File: src/rtl/ebu_rr_arbiter_pkg.sv
// Shared EBU/AHB definitions: arbiter FSM states, HBURST encodings and the
// burst-length decode used by the arbiter and the cache bus FSMs.
package cvw;

    typedef enum logic {ARB_IDLE, ARB_OWN} ebuarbstate_t;

    localparam logic [2:0] HBURST_SINGLE = 3'b000;
    localparam logic [2:0] HBURST_INCR   = 3'b001;
    localparam logic [2:0] HBURST_WRAP4  = 3'b010;
    localparam logic [2:0] HBURST_INCR4  = 3'b011;
    localparam logic [2:0] HBURST_WRAP8  = 3'b100;
    localparam logic [2:0] HBURST_INCR8  = 3'b101;
    localparam logic [2:0] HBURST_WRAP16 = 3'b110;
    localparam logic [2:0] HBURST_INCR16 = 3'b111;

    // Undefined-length INCR is arbitrated as a single beat.
    function automatic logic [4:0] burstlen(input logic [2:0] hburst);
        case (hburst)
            HBURST_SINGLE, HBURST_INCR:  return 5'd1;
            HBURST_WRAP4,  HBURST_INCR4: return 5'd4;
            HBURST_WRAP8,  HBURST_INCR8: return 5'd8;
            default:                     return 5'd16;
        endcase
    endfunction

endpackage

File: src/rtl/ebu_rr_arbiter_rrpriority.sv
// Rotating-priority one-hot picker: first set Req bit at or above Ptr,
// wrapping modulo N. Win is '0 when no request is set.
module rrpriority #(
    parameter int N  = 3,
    parameter int IW = $clog2(N)
) (
    input  logic [N-1:0]  Req,
    input  logic [IW-1:0] Ptr,
    output logic [N-1:0]  Win,
    output logic [IW-1:0] WinIdx
);

    int unsigned p;
    logic [IW-1:0] j;
    logic found;

    // Scan N positions starting at Ptr and keep the first requester seen.
    always_comb begin
        Win    = '0;
        WinIdx = '0;
        found  = 1'b0;
        p      = 32'(Ptr);
        j      = '0;
        for (int unsigned k = 0; k < N; k++) begin
            j = IW'((p + k) % N);
            if (!found && Req[j]) begin
                found  = 1'b1;
                Win[j] = 1'b1;
                WinIdx = j;
            end
        end
    end

endmodule

File: src/rtl/ebu_rr_arbiter.sv
// Round-robin, burst-aware AHB-Lite address-phase arbiter for the EBU.
// Optional: define EBU_ARB_PRIO0_EN to give requester 0 (LSU) fixed top
// priority at every arbitration point; the others keep rotating.
module ebu_rr_arbiter
    import cvw::*;
#(
    parameter int NREQ = 3,
    parameter int IDXW = $clog2(NREQ)
) (
    input  logic              HCLK,
    input  logic              HRESETn,
    input  logic [NREQ-1:0]   Req,
    input  logic [3*NREQ-1:0] ReqHBURST,
    input  logic              HREADY,
    output logic [NREQ-1:0]   Grant,
    output logic [IDXW-1:0]   GrantIdx,
    output logic [NREQ-1:0]   DataOwner,
    output logic [NREQ-1:0]   HREADYOut,
    output logic              BurstActive
);

    ebuarbstate_t state, nextstate;
    logic [IDXW-1:0] ptr, nextptr;
    logic [3:0]      beatcnt, nextbeatcnt;
    logic [NREQ-1:0] nextgrant, nextdataowner;
    logic [IDXW-1:0] nextgrantidx;
    logic            nextburstactive;

    logic [2:0]      hb [NREQ];
    logic [NREQ-1:0] reqscan, pickoh, winoh;
    logic [IDXW-1:0] pickidx, winidx;
    logic [4:0]      curlen;
    logic            beat, lastbeat, withdraw, arbpoint;

    for (genvar g = 0; g < NREQ; g++) begin : g_hb
        assign hb[g] = ReqHBURST[3*g +: 3];
    end

`ifdef EBU_ARB_PRIO0_EN
    // Requester 0 is handled outside the rotation; the picker sees only the rest.
    assign reqscan = {Req[NREQ-1:1], 1'b0};
`else
    assign reqscan = Req;
`endif

    rrpriority #(.N(NREQ), .IW(IDXW)) u_pick (
        .Req    (reqscan),
        .Ptr    (ptr),
        .Win    (pickoh),
        .WinIdx (pickidx)
    );

    assign HREADYOut = {NREQ{HREADY}} & (Grant | DataOwner);

    // State register; async reset abandons any burst and data phase in flight.
    always_ff @(posedge HCLK or negedge HRESETn) begin
        if (!HRESETn) begin
            state       <= ARB_IDLE;
            ptr         <= '0;
            beatcnt     <= '0;
            Grant       <= '0;
            GrantIdx    <= '0;
            DataOwner   <= '0;
            BurstActive <= 1'b0;
        end else begin
            state       <= nextstate;
            ptr         <= nextptr;
            beatcnt     <= nextbeatcnt;
            Grant       <= nextgrant;
            GrantIdx    <= nextgrantidx;
            DataOwner   <= nextdataowner;
            BurstActive <= nextburstactive;
        end
    end

    // Beat accounting, arbitration points and next grant/owner selection.
    always_comb begin
        nextstate       = state;
        nextptr         = ptr;
        nextbeatcnt     = beatcnt;
        nextgrant       = Grant;
        nextgrantidx    = GrantIdx;
        nextdataowner   = DataOwner;
        nextburstactive = BurstActive;

`ifdef EBU_ARB_PRIO0_EN
        if (Req[0]) begin
            winoh  = NREQ'(1);
            winidx = '0;
        end else begin
            winoh  = pickoh;
            winidx = pickidx;
        end
`else
        winoh  = pickoh;
        winidx = pickidx;
`endif

        beat     = (|Grant) & Req[GrantIdx] & HREADY;
        curlen   = burstlen(hb[GrantIdx]);
        lastbeat = beat & ({1'b0, beatcnt} == (curlen - 5'd1));
        // Owner dropped its request before its first beat was taken.
        withdraw = (state == ARB_OWN) & ~Req[GrantIdx] & (beatcnt == '0);
        arbpoint = (state == ARB_IDLE) | lastbeat | withdraw;

        if (arbpoint) begin
            nextbeatcnt = '0;
            if (|winoh) begin
                nextstate       = ARB_OWN;
                nextgrant       = winoh;
                nextgrantidx    = winidx;
                nextburstactive = (burstlen(hb[winidx]) != 5'd1);
`ifdef EBU_ARB_PRIO0_EN
                // A priority win by requester 0 leaves the rotation untouched.
                if (!Req[0])
                    nextptr = (winidx == IDXW'(NREQ-1)) ? '0 : winidx + 1'b1;
`else
                nextptr = (winidx == IDXW'(NREQ-1)) ? '0 : winidx + 1'b1;
`endif
            end else begin
                nextstate       = ARB_IDLE;
                nextgrant       = '0;
                nextgrantidx    = '0;
                nextburstactive = 1'b0;
            end
        end else if (beat) begin
            nextbeatcnt = beatcnt + 4'd1;
        end

        if (HREADY)
            nextdataowner = beat ? Grant : '0;
    end

endmodule

File: config.mk
export PLATFORM = sky130hd
export DESIGN_NAME = ebu_rr_arbiter
export DESIGN_NICKNAME = d
export VERILOG_FILES = /design/src/rtl/ebu_rr_arbiter_pkg.sv /design/src/rtl/ebu_rr_arbiter_rrpriority.sv /design/src/rtl/ebu_rr_arbiter.sv
export SDC_FILE = /design/constraint.sdc
export NUM_CORES = 1
export LEC_CHECK = 0
export BUFFER_PORTS_ARGS = -buffer_cell sky130_fd_sc_hd__buf_2
export CAP_MARGIN = 10
export CORE_MARGIN = 2
export CORE_UTILIZATION = 35
export CTS_BUF_LIST = sky130_fd_sc_hd__clkbuf_16
export CTS_CLUSTER_DIAMETER = 150
export DETAILED_ROUTE_END_ITERATION = 8
export SLEW_MARGIN = 10
export SYNTH_ARGS = -nofsm -noshare
export SYNTH_HDL_FRONTEND = slang
export SYNTH_SLANG_ARGS = --single-unit
File: constraint.sdc
create_clock -name HCLK -period 7.3 [get_ports HCLK]
set_input_delay 0.73 -clock HCLK [delete_from_list [all_inputs] [get_ports HCLK]]
set_output_delay 0.73 -clock HCLK [all_outputs]
set_load 0.01 [all_outputs]
==> results of run 1 <==
==> cell type report <==
type | count | area, sq um | share of cell area
Clock buffer | 3 | 75.1 | 0.0504
Inverter | 12 | 45.0 | 0.0302
Multi-Input combinational cell | 108 | 797 | 0.535
Sequential cell | 16 | 400 | 0.269
Tap cell | 46 | 57.6 | 0.0386
Timing Repair Buffer | 23 | 115 | 0.0772
==> worst max-delay path by stage <==
stage | to | depth (start not counted)
2_1_floorplan | Grant[0]$_DFFE_PN0P_ | 9
3_3_place_gp | Grant[0]$_DFFE_PN0P_ | 10
3_5_place_dp | Grant[2]$_DFFE_PN0P_ | 10
4_1_cts | Grant[0]$_DFFE_PN0P_ | 10
5_1_grt | Grant[2]$_DFFE_PN0P_ | 9
6_report | Grant[0]$_DFFE_PN0P_ | 10
==> synthesized netlist by cell type (2+ instances only) <==
master,instances,area [sq um]
nand2_1,16,60.1
o2bb2ai_1,2,17.5
nor2_1,9,33.8
nor2b_1,2,12.5
o221a_2,3,33.8
nand2b_1,2,12.5
ha_1,7,87.6
o31ai_1,4,30.0
mux2i_1,5,50.1
o22ai_1,6,37.5
xor2_1,3,26.3
a22o_1,2,17.5
nor3_1,2,10.0
clkbuf_1,3,11.3
o21a_1,3,22.5
o21ai_0,6,30.0
dfrtp_1,16,400
buf_2,4,20.0
a2bb2oi_1,2,17.5
inv_1,12,45.0
xnor2_1,2,17.5
nand3_1,4,20.0
a21oi_1,5,25.0
mux2_2,3,33.8
==> metrics by stage <==
step           setup slack (ns)  cells  cell area [sq um]   util
6_report                   4.51    208               1490  0.436
5_1_grt                    4.26    208               1490  0.436
4_1_cts                    4.51    208               1490  0.436
3_5_place_dp               4.27    205               1420  0.414
3_3_place_gp               4.33    205               1420  0.414
2_1_floorplan              4.65    143               1270      -
==> power groups by stage <==
stage               clock network, W  logic, W  registers, W
floorplan                          0  0.000292      0.000146
finish                      0.000103  0.000373      0.000145
global route                0.000112  0.000421      0.000151
detailed placement                 0  0.000372      0.000147
global placement                   0  0.000362      0.000145
CTS                         0.000106  0.000374      0.000146
==> cell usage in the layout, fill, tap and decap left out, types with 3 or more instances in the layout <==
| cell type | instances |
|---|---|
| mux2i_1 | 5 |
| dfrtp_1 | 16 |
| o21a_1 | 3 |
| mux2_2 | 3 |
| o31ai_1 | 4 |
| o21ai_0 | 6 |
| clkbuf_16 | 3 |
| inv_1 | 12 |
| nand3_1 | 4 |
| buf_2 | 23 |
| ha_1 | 7 |
| a21oi_1 | 5 |
| nor2_1 | 9 |
| o221a_2 | 3 |
| xor2_1 | 3 |
| o22ai_1 | 6 |
| nand2_1 | 16 |
==> logic make-up (layout without fill, tap and decap cells) <==
kind of cell	count (synthesis)	after routing	share of synthesized area
fa+ha+maj	8	8	0.0766
mux	9	9	0.0747
buf+inv	19	38	0.0599
xor+xnor	5	5	0.0344
compound gates	43	43	0.277
simple gates	43	43	0.163
flops	16	16	0.314
==> state kept, by name, summed over array words and instances (netlist names) <==
name and cells:
GrantIdx 2, DataOwner 3, state 1, beatcnt 4
Grant 3, BurstActive 1, ptr 2
==> critical path: cells and delay by family <==
kind | cells | cell delay, ns
AND/OR/NAND/NOR | 3 | 0.62
AO/OA/AOI/OAI | 2 | 0.48
buffers and inverters | 1 | 0.10
multiplexers | 2 | 0.53
XOR/XNOR | 1 | 0.13
adder cells (fa/ha/maj) | 1 | 0.31
==> metal layers <==
metal / vias up / global-route usage / routed length [um] / part of all wire
li1: 563 / - / - / -
met1: 543 / 0.189 / 1300 / 0.46
met2: 19 / 0.260 / 1430 / 0.50
met3: 3 / 0.0335 / 100 / 0.035
met4: 0 / 0.0293 / 14 / 0.0049
met5: - / 0 / 0 / 0
==> results.md, run 1 <==
* Status: complete, no violations
* Cell area after synthesis at 1270 sq um
* Drt total wl at 2.84 mm
* Synth Instances at 143
* Port bufs at 23
* Final hold viol count at 0
* Drt via density at about 5.4
* Largest stage delay on the critical path at 0.35 ns
* Cts repair resizes at 0
* CTS Hold Bufs at 0
* Antenna violations before repair at 0
* Clk buf depth at 2
* Area added between synthesis and finish at 17.0%
* Die Wd at 64.3 um
* Tmin final at 2.79 ns
* GRT overflow at 0
* MaxCap Viol Count at 0
* Fillers at 348
* Setup crit start kind: primary input
* Slew Limit Fails at 0
* Pin count of the biggest net entering global routing at 17
* Worst skew pair latency at 0.24 ns
* Syn Nets at 165
* Worst IR drop on VDD at 148 uV
* Tot GR Track Use at 0.149
* Total Power at 0.000622 W
* Gate power share at 0.600
* Core area at between 3000 and 4000 sq um
* Tcrit/Tclk final at 0.382
* Setup TNS at 0 ns
* Worst slew pin tran at around 0.7 ns
* Slew margin rel. at 0.545
* Vias in the first global route at roughly 1.1k
* Reg2Reg Setup Slack at 4.53 ns
* Seq pwr share at 0.234
* Synth Warn # at 0
* Drt wl/cell at 13.7 um
* Crit Path Max Fanout at 8
* Post-synthesis sequential area ratio at 0.314
* Crit path kind: in -> reg
* FF+latch count, synth at 16
* Worst Setup SP: ReqHBURST[7]
* Power share of the clock group at 0.166
* Worst hold path type: in -> async
* Global-route wire length before repair at 4.95 mm
* Net switching power figure at 0.000269 W
* RSZ-0062 raised after global routing: no
* R2R Path End: Grant[0]$_DFFE_PN0P_
* Worst hold margin at 0.395 ns
* Worst path required time at 7.43 ns
* Worst Path Arrival at 2.92 ns
* Post-Syn Area per Cell at 8.91 sq um
* Post-synth EDFFs at 0
* Worst Reg-to-Reg Cells at 9
* Post-route ant nets at 0
* Die height at approximately 64 um
* Iteration-0 DRC Markers at between 40 and 50
* Placer Congestion at about 0.85
* CTS tree: built
* FMAX at approximately 0.36 GHz
* ANT cells at 0
* DRC Markers at 0
* Fraction of layout cells with a size suffix above 1 at 0.228
* Int Power at 0.000353 W
* I/O pins at 27
* PwrDens at 417 nW/um^2
* TritonRoute pass-1 iters at 4
* Die ar. at 4140 sq um
* Async SR Flop Fraction at 1.00
* Worst-path clk slew at about 0.05 ns
* Dominant synthesized flop cell: dfrtp_1
* Clock Sinks at 16
* Nets at 186
* Critical R2R Launch: GrantIdx[1]$_DFFE_PN0P_
* Dpl hpwl at between 2 and 2.5 mm
* FP Rows at 21
* Critical Path End Type: flop
* Initial cell density of the core at 0.373
* Setup bufs post-CTS at 0
* CP max-delay cell: mux2_2
* Number of CTS-inserted buffers at 3
* H-tree lvl count at 1
* Switching fraction of total power at 0.432
* Synth cell types at 44
* CTS root buf: clkbuf_16
* Vias at 1128
* Clock Skew at 0.00205 ns
* Lkg Pwr at 0.669 nW
* Final Setup Violations at 0
* CP Cell Sequence: buf_2 > mux2i_1 > a2bb2oi_1 > nand2_1 > ha_1 > xnor2_1 > nor3_1 > o2111ai_2 > nand2_2 > mux2_2
Power figures use the tool's default switching activity.
==> run 2, diff against run 1 <==
==> constraint.sdc (replaced) <==
create_clock -name HCLK -period 2.6 [get_ports HCLK]
set_input_delay 0.26 -clock HCLK [delete_from_list [all_inputs] [get_ports HCLK]]
set_output_delay 0.26 -clock HCLK [all_outputs]
set_load 0.01 [all_outputs]
==> run 2 against run 1 <==
Net effect: total power grew to 3.1 times the previous value; clock power grew to 2.9 times the previous value; global-route usage is 0.89 points higher; count of clock-buffer cells in the layout did not move; cell area is 8.0% higher; via count increased by 5.2%; sequential share of layout area fell by 2.0 points; critical path depth down 1; final cell count increased by 3.8%; die area did not move; sequential power grew to 2.7 times the previous value; register-to-register slack lost 4.4 ns.
==> results.md, run 2 (same netlist as run 1, synthesis figures left out) <==
* Critical Path End Type: flop
* Placer Congestion at 0.798 (-6.0%)
* Placed cell area at 1460 sq um (+3.2%)
* Lkg Pwr at 0.722 nW (+8.0%)
* Tot GR Track Use at 0.158 (+0.00893)
* MaxCap Viol Count at 0 (unchanged)
* Worst hold path type: in -> reg
* Status: complete, no violations
* Vias at 1187 (+5.2%)
* CTS root buf: clkbuf_16
* Setup TNS at 0 ns (unchanged)
* Tmin final at 2.49 ns
* Final Setup Violations at 0 (unchanged)
* Worst Path Buf+Inv at 0 (-1)
* H-tree lvl count at 1 (unchanged)
* Worst IR drop on VDD at 352 uV (+140%)
* Clk buf depth at 2 (unchanged)
* Crit Path Max Fanout at 6 (-2)
* Commonest non-fill, non-tap cells in the layout: 23 x buf_2, 16 x dfrtp_1, 14 x nand2_1, 12 x inv_1, 9 x nor2_1
* Setup WS pre-CTS at 0.00482 ns (-4.26 ns)
* CTS tree: built
* CP Cell Sequence: mux2i_1 > a2bb2oi_2 > nand2_2 > ha_4 > xnor2_2 > nor3_2 > o2111ai_2 > nand2_2 > mux2_4
* Commonest non-fill, non-tap cell in the layout: buf_2
* DRC Markers at 0 (unchanged)
* Initial cell density of the core at 0.373 (unchanged)
* PwrDens at 1200 nW/um^2 (+190%)
* Iteration-0 DRC Markers at 48 (+9.1%)
* FMAX at 0.402 GHz
* Tcrit/Tclk final at 0.957
* Worst-path clk slew at 0.05 ns (about the same)
* Global-route wire length before repair at 5.14 mm (+3.8%)
* Port bufs at 23 (unchanged)
* Die height at 64.3 um (unchanged)
* Slew margin rel. at 0.676 (+0.132)
* TritonRoute pass-1 iters at 4 (unchanged)
* Die ar. at 4140 sq um (unchanged)
* FP Rows at 21 (unchanged)
* Clock Skew at 0.00399 ns (+0.00194 ns)
* GRT overflow at 0 (unchanged)
* Max reg flops at 4 (unchanged)
* Setup slack after layout at 0.113 ns (-4.40 ns)
* Nets at 194 (+4.3%)
* Vias in the first global route at 1148 (+4.9%)
* Antenna violations before repair at 0 (unchanged)
* Post-route insts no fill at 216 (+3.8%)
* Final hold viol count at 0 (unchanged)
* Worst skew pair latency at 0.25 ns (about the same)
* Pin count of the biggest net entering global routing at 17 (unchanged)
* Worst slew pin tran at 0.481 ns (-0.199 ns)
* Setup crit start kind: flop
* Crit path kind: reg -> reg
* Drt via density at 5.50 (+1.3%)
* Largest stage delay on the critical path at 0.39 ns (+0.04 ns)
* Dpl hpwl at 2.30 mm (+4.5%)
* Slew Limit Fails at 0 (unchanged)
* Die Wd at 64.3 um (unchanged)
* Final instance area at 1610 sq um (+8.0%)
* CP max-delay cell: dfrtp_1
* Regs by FF count: beatcnt (4), DataOwner (3), Grant (3)
* Worst path required time at 2.73 ns (-4.70 ns)
* Drt wl/cell at 14.1 um (+3.4%)
* Core area at 3420 sq um (unchanged)
* Drt total wl at 3.05 mm (+7.4%)
* Number of CTS-inserted buffers at 3 (unchanged)
* Layout Utilization at 0.471 (+0.0348)
* Biggest register: beatcnt
* Area added between synthesis and finish at 26.3%
* RSZ-0062 raised after global routing: yes
* Clock Sinks at 16 (unchanged)
* Post-route ant nets at 0 (unchanged)
* ANT cells at 0 (unchanged)
* Cell mode on critical path: nand2_2
* Dpl cells at 211 (+2.9%)
* Fillers at 336 (-3.4%)
* I/O pins at 27 (unchanged)
* Fraction of layout cells with a size suffix above 1 at 0.306 (+0.0775)
* Top delay family on crit path: multiplexers
* Worst Path Arrival at 2.61 ns (-0.31 ns)
[run 2: cell types whose count changed in the layout (fill, tap and decap cells not counted), moves of 2 or more]
cell     delta
nand2_2     +2
mux2_2      -3
ha_1        -2
nand2_1     -2
buf_4       +7
mux2_4      +3
[run 2: through the flow]
step / hold WS [ns] / power [W]
after floorplan: -0.0356 / 0.00123
after global placement: 0.191 / 0.00148
after detailed placement: 0.199 / 0.00152
after CTS: 0.334 / 0.00184
after global routing: 0.372 / 0.00209
final: 0.339 / 0.00193
[run 2: per-layer routing]
metal / part of all wire / track usage / vias to the layer above
li1: - / - / 581
met3: 0.060 / 0.0405 / 7
met1: 0.42 / 0.187 / 564
met4: 0.020 / 0.0426 / 0
met2: 0.50 / 0.283 / 35
met5: 0 / 0 / -
[run 2: power breakdown]
group / internal (W) / switching, W / total (W)
logic: 0.000579 / 0.000657 / 0.00124
registers: 0.000330 / 0.0000658 / 0.000396
clock network: 0.000202 / 0.0000949 / 0.000297
[run 2: final cells by class]
cell class | instances | area (sq um) | share of cell area
timing repair buffer | 31 | 178 | 0.110
clock buffer | 3 | 75.1 | 0.0467
inverter | 12 | 45.0 | 0.0280
multi-input combinational | 108 | 853 | 0.530
tap | 46 | 57.6 | 0.0358
sequential | 16 | 400 | 0.249
[run 2: final timing paths]
path | cells after the start | startpoint | slack (ns) | end
max in group asynchronous | 2 | HRESETn | 1.86 | DataOwner[0]$_DFFE_PN0P_
worst min-delay path | 2 | HREADY | 0.34 | DataOwner[1]$_DFFE_PN0P_
worst min register to register | 2 | BurstActive$_DFFE_PN0P_ | 0.50 | BurstActive$_DFFE_PN0P_
worst max register to register | 9 | GrantIdx[1]$_DFFE_PN0P_ | 0.11 | Grant[0]$_DFFE_PN0P_
min in group asynchronous | 2 | HRESETn | 0.47 | beatcnt[2]$_DFFE_PN0P_
worst max-delay path | 9 | GrantIdx[1]$_DFFE_PN0P_ | 0.11 | Grant[0]$_DFFE_PN0P_
[run 2: repair_timing]
| item | 4_1_cts | 5_1_grt |
|---|---|---|
| buffers inserted | 0 | 1 |
| pin swaps | 0 | 6 |
| setup endpoints to repair | 3 | 8 |
| hold endpoints to repair | 16 | 0 |
| hold buffers | 1 | 0 |
| resized for setup | 1 | 11 |
